==> src/rtl/serial_sub_pkg.sv <==
// Shared types and defaults for the bit-serial subtractor.
//   state_t   : FSM states IDLE -> RUN -> DONE -> IDLE
//   DEF_WIDTH : default operand/result width
package serial_sub_pkg;

    typedef enum logic [1:0] {
        IDLE,
        RUN,
        DONE
    } state_t;

    localparam int unsigned DEF_WIDTH = 8;

endpackage

==> src/rtl/serial_subtractor_cell.sv <==
// full_sub_cell: combinational one-bit full subtractor, d = a - b - bi.
//   a  : minuend bit
//   b  : subtrahend bit
//   bi : borrow in
//   d  : difference bit
//   bo : borrow out
module full_sub_cell (
    input  logic a,
    input  logic b,
    input  logic bi,
    output logic d,
    output logic bo
);

    always_comb begin
        d  = a ^ b ^ bi;
        // Borrow when b exceeds a, or when a == b and a borrow is pending.
        bo = (~a & b) | (~(a ^ b) & bi);
    end

endmodule

==> src/rtl/serial_subtractor.sv <==
// serial_subtractor: bit-serial subtractor, diff = a - b - bin, LSB first, one bit per clock.
// A single full_sub_cell is reused on every RUN cycle.
// Ports:
//   clk   : rising-edge clock
//   rst_n : asynchronous active-low reset
//   start : request, only sampled in IDLE
//   a, b  : minuend / subtrahend, captured on accept
//   bin   : borrow in, captured on accept
//   busy  : high while in RUN
//   done  : one-cycle pulse; diff/bout valid then and held until the next accept
//   diff  : a - b - bin modulo 2^WIDTH
//   bout  : borrow out (unsigned underflow)
//   ovf   : signed overflow, only present when SERIAL_SUB_OVF_EN is defined
module serial_subtractor
    import serial_sub_pkg::*;
#(
    parameter int unsigned WIDTH = DEF_WIDTH
) (
    input  logic             clk,
    input  logic             rst_n,
    input  logic             start,
    input  logic [WIDTH-1:0] a,
    input  logic [WIDTH-1:0] b,
    input  logic             bin,
    output logic             busy,
    output logic             done,
    output logic [WIDTH-1:0] diff,
`ifdef SERIAL_SUB_OVF_EN
    output logic             ovf,
`endif
    output logic             bout
);

    localparam int unsigned CntW = $clog2(WIDTH + 1);

    state_t           state_q;
    logic [WIDTH-1:0] a_q;
    logic [WIDTH-1:0] b_q;
    logic [WIDTH-1:0] diff_q;
    logic [CntW-1:0]  cnt_q;
    logic             br_q;
    logic             bout_q;
    logic             busy_q;
    logic             done_q;
    logic             cell_d;
    logic             cell_bo;

    full_sub_cell u_cell (
        .a  (a_q[0]),
        .b  (b_q[0]),
        .bi (br_q),
        .d  (cell_d),
        .bo (cell_bo)
    );

`ifdef SERIAL_SUB_OVF_EN
    // Operand sign bits are shifted out during RUN, so keep copies.
    logic a_msb_q;
    logic b_msb_q;
    logic ovf_q;

    always_ff @(posedge clk or negedge rst_n) begin
        if (!rst_n) begin
            a_msb_q <= 1'b0;
            b_msb_q <= 1'b0;
            ovf_q   <= 1'b0;
        end else if (state_q == IDLE && start) begin
            a_msb_q <= a[WIDTH-1];
            b_msb_q <= b[WIDTH-1];
        end else if (state_q == DONE) begin
            ovf_q <= (a_msb_q != b_msb_q) && (diff_q[WIDTH-1] != a_msb_q);
        end
    end

    assign ovf = ovf_q;
`endif

    always_ff @(posedge clk or negedge rst_n) begin
        if (!rst_n) begin
            state_q <= IDLE;
            a_q     <= '0;
            b_q     <= '0;
            diff_q  <= '0;
            cnt_q   <= '0;
            br_q    <= 1'b0;
            bout_q  <= 1'b0;
            busy_q  <= 1'b0;
            done_q  <= 1'b0;
        end else begin
            done_q <= 1'b0;
            unique case (state_q)
                IDLE: begin
                    if (start) begin
                        a_q     <= a;
                        b_q     <= b;
                        br_q    <= bin;
                        cnt_q   <= '0;
                        busy_q  <= 1'b1;
                        state_q <= RUN;
                    end
                end
                RUN: begin
                    // Result bits enter at the MSB and walk down to the LSB.
                    diff_q <= {cell_d, diff_q[WIDTH-1:1]};
                    a_q    <= a_q >> 1;
                    b_q    <= b_q >> 1;
                    br_q   <= cell_bo;
                    cnt_q  <= cnt_q + 1'b1;
                    if (cnt_q == CntW'(WIDTH - 1)) begin
                        busy_q  <= 1'b0;
                        state_q <= DONE;
                    end
                end
                DONE: begin
                    done_q  <= 1'b1;
                    bout_q  <= br_q;
                    state_q <= IDLE;
                end
                default: begin
                    busy_q  <= 1'b0;
                    state_q <= IDLE;
                end
            endcase
        end
    end

    assign busy = busy_q;
    assign done = done_q;
    assign diff = diff_q;
    assign bout = bout_q;

endmodule

==> config.mk <==
export PLATFORM = sky130hd
export DESIGN_NAME = serial_subtractor
export DESIGN_NICKNAME = d
export VERILOG_FILES = /design/src/rtl/serial_sub_pkg.sv /design/src/rtl/serial_subtractor_cell.sv /design/src/rtl/serial_subtractor.sv
export SDC_FILE = /design/constraint.sdc
export NUM_CORES = 1
export LEC_CHECK = 0
export BUFFER_PORTS_ARGS = -buffer_cell sky130_fd_sc_hd__buf_2
export CAP_MARGIN = 20
export CORE_ASPECT_RATIO = 1.75
export CORE_MARGIN = 2
export CORE_UTILIZATION = 35
export CTS_CLUSTER_DIAMETER = 200
export DETAILED_ROUTE_END_ITERATION = 16
export PLACE_DENSITY = 0.6
export SYNTH_ARGS = -nofsm -noshare
export SYNTH_HDL_FRONTEND = slang
export SYNTH_SLANG_ARGS = --single-unit
==> constraint.sdc <==
create_clock -name clk -period 2.8 [get_ports clk]
set_input_delay 0.14 -clock clk [delete_from_list [all_inputs] [get_ports clk]]
set_output_delay 0.14 -clock clk [all_outputs]
set_load 0.01 [all_outputs]
# ---- Word-level counts from Yosys, hierarchy flattened
# Cells that the tools add are included.
dict set report classes {
  add_sub_neg 1
  eq_ne 5
  muxes 15
  bitwise 8
  n_reduce_logical 5
}
# op count
set ops {}
lappend ops {{8-bit case mux with 2 select lines} 2}
lappend ops {{8-bit 2-to-1 mux} 2}
lappend ops {{4-bit case mux with 2 select lines} 1}
lappend ops {{4-bit by 1-bit adder with 4-bit output, second input constant} 1}
lappend ops {{4-bit by 3-bit equality test with 1-bit output, second input constant} 1}
lappend ops {{1-bit 2-to-1 mux} 4}
lappend ops {{2-bit 2-to-1 mux} 2}
lappend ops {{4-bit 2-to-1 mux} 1}
lappend ops {{2-bit != test, second input constant} 2}
lappend ops {{2-bit case mux with 2 select lines} 1}
lappend ops {{2-bit AND reduction} 2}
lappend ops {{1-bit NOT} 3}
lappend ops {{1-bit case mux with 3 select lines} 1}
lappend ops {{3-bit AND reduction} 1}
lappend ops {{1-bit bitwise AND} 2}
lappend ops {{2-bit by 1-bit equality test with 1-bit output, second input constant} 1}
lappend ops {{2-bit equality test, second input constant} 1}
lappend ops {{2-bit logical NOT} 1}
lappend ops {{1-bit case mux with 2 select lines} 1}
lappend ops {{2-bit nonzero test} 1}
lappend ops {{1-bit bitwise XOR} 2}
lappend ops {{1-bit bitwise OR} 1}
dict set report word_totals {
  register_bits 34
  out_inout_bits 11
}

# ---- Depth between registers and ports, before layout
dict set report depth {
  word_depth 5
  mapped_depth 5
  depth_no_buf 5
}

# ---- Modules after synthesis
# From an unflattened synthesis, not the netlist that was laid out.
dict set report unflattened {
  hier_cells 151
  area_unflattened_um2 1564.0
}
# mod n_inst cells_each area_each_um2 seq_area_each_um2
set modules_own_cells {}
lappend modules_own_cells {serial_subtractor 1 147 1532.7 850.8}
lappend modules_own_cells {full_sub_cell 1 4 31.3 0.0}

# ---- Worst setup path before layout
# No wires, ideal clock.
dict set report synth_path {
  path_type {register -> register}
  from {register cnt_q[0]}
  to {register cnt_q[2]}
  setup_ps 121
  arrival_time_ps 1039
  slack_ps 1640
  path_stages_with_launch 4
  synth_period_minus_slack_ps 1160
  cell_sequence {dfrtp_1 > ha_1 > mux2_2 > a22o_1}
}
dict set report synth_via {
  elab_chain_len 2
}
# element line_no
set synth_rtl {}
lappend synth_rtl {{from (decl)} serial_subtractor.sv:40} ;# logic [CntW-1:0] cnt_q;
lappend synth_rtl {{from (signal assigned)} serial_subtractor.sv:108} ;# cnt_q <= cnt_q + 1'b1;
lappend synth_rtl {{4-bit by 1-bit adder with 4-bit output} serial_subtractor.sv:108}
lappend synth_rtl {{4-bit case mux with 2 select lines} serial_subtractor.sv:91} ;# unique case (state_q)
# Every way passes these cells.
# A chain may end at the register's enable or synchronous reset.

# ---- Final worst setup path
dict set report layout_path {
  from {register state_q[1]}
  to {register cnt_q[3]}
}
dict set report layout_via {
  elab_chain_len 3
  word_cells_on_any_way 6
}
# element line_no
set layout_rtl {}
lappend layout_rtl {{from (decl)} serial_subtractor.sv:36} ;# state_t state_q;
lappend layout_rtl {{from (signal assigned)} serial_subtractor.sv:80} ;# state_q <= IDLE;
lappend layout_rtl {{from (signal assigned)} serial_subtractor.sv:99} ;# state_q <= RUN;
lappend layout_rtl {{from (signal assigned)} serial_subtractor.sv:111} ;# state_q <= DONE;
lappend layout_rtl {{2-bit by 1-bit equality test with 1-bit output or 2-bit logical NOT (tied branches)} serial_subtractor.sv:91}
lappend layout_rtl {{2-bit nonzero test (no source line) or 2-bit != test (tied branches)} --}
lappend layout_rtl {{2-bit AND reduction (no source line)} --}
# Parallel ways exist; a longest one is shown, timed or not.

==> results.toml <==
[status]
outcome = "completed"

[final_layout]
finish.utilization_pct = 43.6
layout.cell_area.non_filler_sq_um = 1810
post_layout_nonfiller_instances = 227
final_net_count = 199
sequential_cell_area_sq_um = 851
layout.filler_cells = 401
area.growth.synth_to_final_pct = 18.4
multi_input_comb_area_sq_um = 599
antenna_cells = 0
post_route_cells_drive_above_1_share_pct = 29.2

[die]
initial_utilization_pct = 36.8
dieWidth_um = 53.9
fp.dieArea_sq_um = 4930
boundaryPins = 31
die_height_um = 91.4
core_area_sq_um = 4150
std_cell_rows = 31

[critical_path]
worstSetupPathType = "register to register"
setup.worst_path.end = "cnt_q[3]$_DFFE_PN0P_"
critPathLaunchType = "register"
reg2reg_to = "cnt_q[3]$_DFFE_PN0P_"
reg2regPathDepth = 3
required_ns = 3.02
worstPathArrival_ns = 1.86
reg2reg_setup_slack_ns = 1.16
crit_start = "state_q[1]$_DFFE_PN0P_"
cp_max_fo = 22
worstPathCellList = "nand2b_1 -> or3_1 -> nand3_1"
critPathMaxStageDelay_ns = 0.62
critical_path_top_delay_cell = "sky130_fd_sc_hd__dfrtp_1"
reg2reg_from = "state_q[1]$_DFFE_PN0P_"
timing.critical_path.to_type = "register"

[global_route]
grt_overflow_total = 0
global_route_wire_length_before_repair_um = 4830
antenna_found_initial = 0
globalRouteTotalUtil_pct = 13.5
first_global_vias = 1118
maximum_number_of_pins_on_one_net_before_global_route_repair = 35

[routing]
route.met3.wl_um = 201
detailroute.via_count = 1141
detail_route.iter0.violations = 18
route.layer.met1.wl_um = 1230
final_wirelength_um = 2890
drc_errors = 0
top_layer_used = "met4"
drtPass1Iterations = 4
vias_per_cell = 5.03
route.antenna.remaining_nets = 0
wl_per_cell_um = 12.7
met2_length_um = 1400

[hold_path]
critical_hold_path_startpoint = "b[7]"
worstHoldPathType = "primary input to register"

[timing]
highest_achievable_clock_rate_mhz = 610
measured_slew_at_the_worst_slew_check_pin_ns = 0.865
whs_ns = 0.0741
report.final.hold_viol_count = 0
max_clock_skew_ns = 0.00491
report.final.slew_viol_count = 0
total_setup_violations_reported_at_the_end_of_the_flow = 0
final_min_period_over_clock_period_pct = 58.6
grt_setup_unrepaired = "no"
finalSetupTns_ns = 0
slew_headroom_pct = 42.3
post-route-min-period_ns = 1.64
postLayoutSetupSlackWorst_ns = 1.16

[clock_network]
cts_inserted_buffers = 5
cts_root_buffer = "sky130_fd_sc_hd__clkbuf_8"
numClockSinks = 34
htree_num_levels = 2
tritoncts = "built"
clkLatencyLatePin_ns = 0.28
cts_buffer_depth = 2
path_clk_slew_ns = 0.07

[synthesis]
async_flop_share_pct = 100
ys_seq_elements = 34
ys.flop_type = "sky130_fd_sc_hd__dfrtp_1"
synth-edff-count = 0
synthesis.nets = 169
mapped_area_sq_um = 1530
synth.distinct_cells = 27
synth.yosys.seq_area_share_pct = 55.7
syn_area_per_cell_sq_um = 10.4
ys.warnings.count = 0
syn_inst = 147

[pwr]
vdd_ir_drop_max_uv = 520
pwr_density_cell_nw_per_um2 = 1120
total_power_mw = 2.02
leakagePower_nw = 0.879

[run]
maxCapViolCount = 0

[place]
finalWeightedCongestion = 0.710
post-dp-hpwl_um = 2020
count_of_input_and_output_buffers = 30
detailed_place.area_sq_um = 1690
placement.setup.worst_slack_ns = 1.17
dp.cells = 218
-- layout make-up --
cell class | count | area share (%)
Inverter | 3 | 0.623
Clock buffer | 8 | 6.09
Sequential cell | 34 | 47.1
Multi-Input combinational cell | 100 | 33.1
Timing Repair Buffer | 33 | 9.69
Tap cell | 49 | 3.39
-- layer usage --
| layer | GRT usage (%) | up-vias |
|---|---|---|
| met5 | 0 | - |
| met4 | 6.84 | 0 |
| met3 | 4.44 | 7 |
| met2 | 20.9 | 36 |
| met1 | 15.9 | 543 |
| li1 | - | 555 |
-- power by group --
group | leakage (nW) | total [mW] | internal [mW] | switching (mW)
registers | 0.436 | 0.873 | 0.696 | 0.177
logic | 0.385 | 0.731 | 0.324 | 0.407
clock network | 0.0575 | 0.413 | 0.248 | 0.165
total | 0.879 | 2.02 | 1.27 | 0.749
-- sequential cells by signal (all words and copies together) (netlist names) --
signal,flops
bout,1
done,1
a_q,8
br_q,1
busy,1
cnt_q,4
diff,8
state_q,2
b_q,8
-- kinds of logic after synthesis --
| family | synth area share (%) |
|---|---|
| buffers and inverters | 5.00 |
| and+or+nand+nor | 16.1 |
| muxes | 1.48 |
| adders and majority gates | 2.13 |
| AOI/OAI and AO/OA | 19.6 |
| DFF | 55.7 |
-- synth_stat cells (2+ instances only) --
cell                       number  area [sq um]
sky130_fd_sc_hd__buf_4          2          15.0
sky130_fd_sc_hd__a22oi_1        4          30.0
sky130_fd_sc_hd__buf_2          4          20.0
sky130_fd_sc_hd__a21oi_1        3          15.0
sky130_fd_sc_hd__a22oi_2        9           113
sky130_fd_sc_hd__nand3_1        3          15.0
sky130_fd_sc_hd__inv_1          3          11.3
sky130_fd_sc_hd__nand2_1       42           158
sky130_fd_sc_hd__buf_6          2          22.5
sky130_fd_sc_hd__dfrtp_1       34           851
sky130_fd_sc_hd__clkbuf_1       2          7.51
sky130_fd_sc_hd__a22o_1         4          35.0
sky130_fd_sc_hd__nor2_1         3          11.3
sky130_fd_sc_hd__nor2b_1        4          25.0
sky130_fd_sc_hd__o21ai_1       16          80.1
-- worst min-delay path by stage --
stage | cells past startpoint | to | slack, ns
6_report | 2 | b_q[7]$_DFFE_PN0P_ | 0.07
5_1_grt | 2 | b_q[7]$_DFFE_PN0P_ | 0.07
4_1_cts | 2 | b_q[7]$_DFFE_PN0P_ | 0.06
3_5_place_dp | 1 | diff[1]$_DFFE_PN0P_ | 0.25
3_3_place_gp | 1 | diff[0]$_DFFE_PN0P_ | 0.25
2_1_floorplan | 0 | a_q[0]$_DFFE_PN0P_ | -0.16
-- placed cells by master, fill, tap and decap left out, types with 2 or more instances in the layout --
master                      n
sky130_fd_sc_hd__a22o_1     4
sky130_fd_sc_hd__dfrtp_1   34
sky130_fd_sc_hd__nand2_1   42
sky130_fd_sc_hd__inv_1      3
sky130_fd_sc_hd__nor2_1     3
sky130_fd_sc_hd__o21ai_1   16
sky130_fd_sc_hd__nor2b_1    4
sky130_fd_sc_hd__a21oi_1    3
sky130_fd_sc_hd__buf_2     30
sky130_fd_sc_hd__a22oi_2    9
sky130_fd_sc_hd__clkbuf_8   8
sky130_fd_sc_hd__nand3_1    3
sky130_fd_sc_hd__a22oi_1    4
sky130_fd_sc_hd__buf_4      2
-- critical path, delay by kind of cell, from the launching register on --
kind	cells	cell delay, ns
AND/OR/NAND/NOR	3	0.96
flip-flops	1	0.62
-- repair_timing --
item / 4_1_cts / 5_1_grt
buffers inserted: 0 / 0
hold buffers: 1 / 0
endpoints found under the hold margin: 34 / 0
resized for setup: 0 / 0
Note: power is estimated with default switching activity, not from simulation.
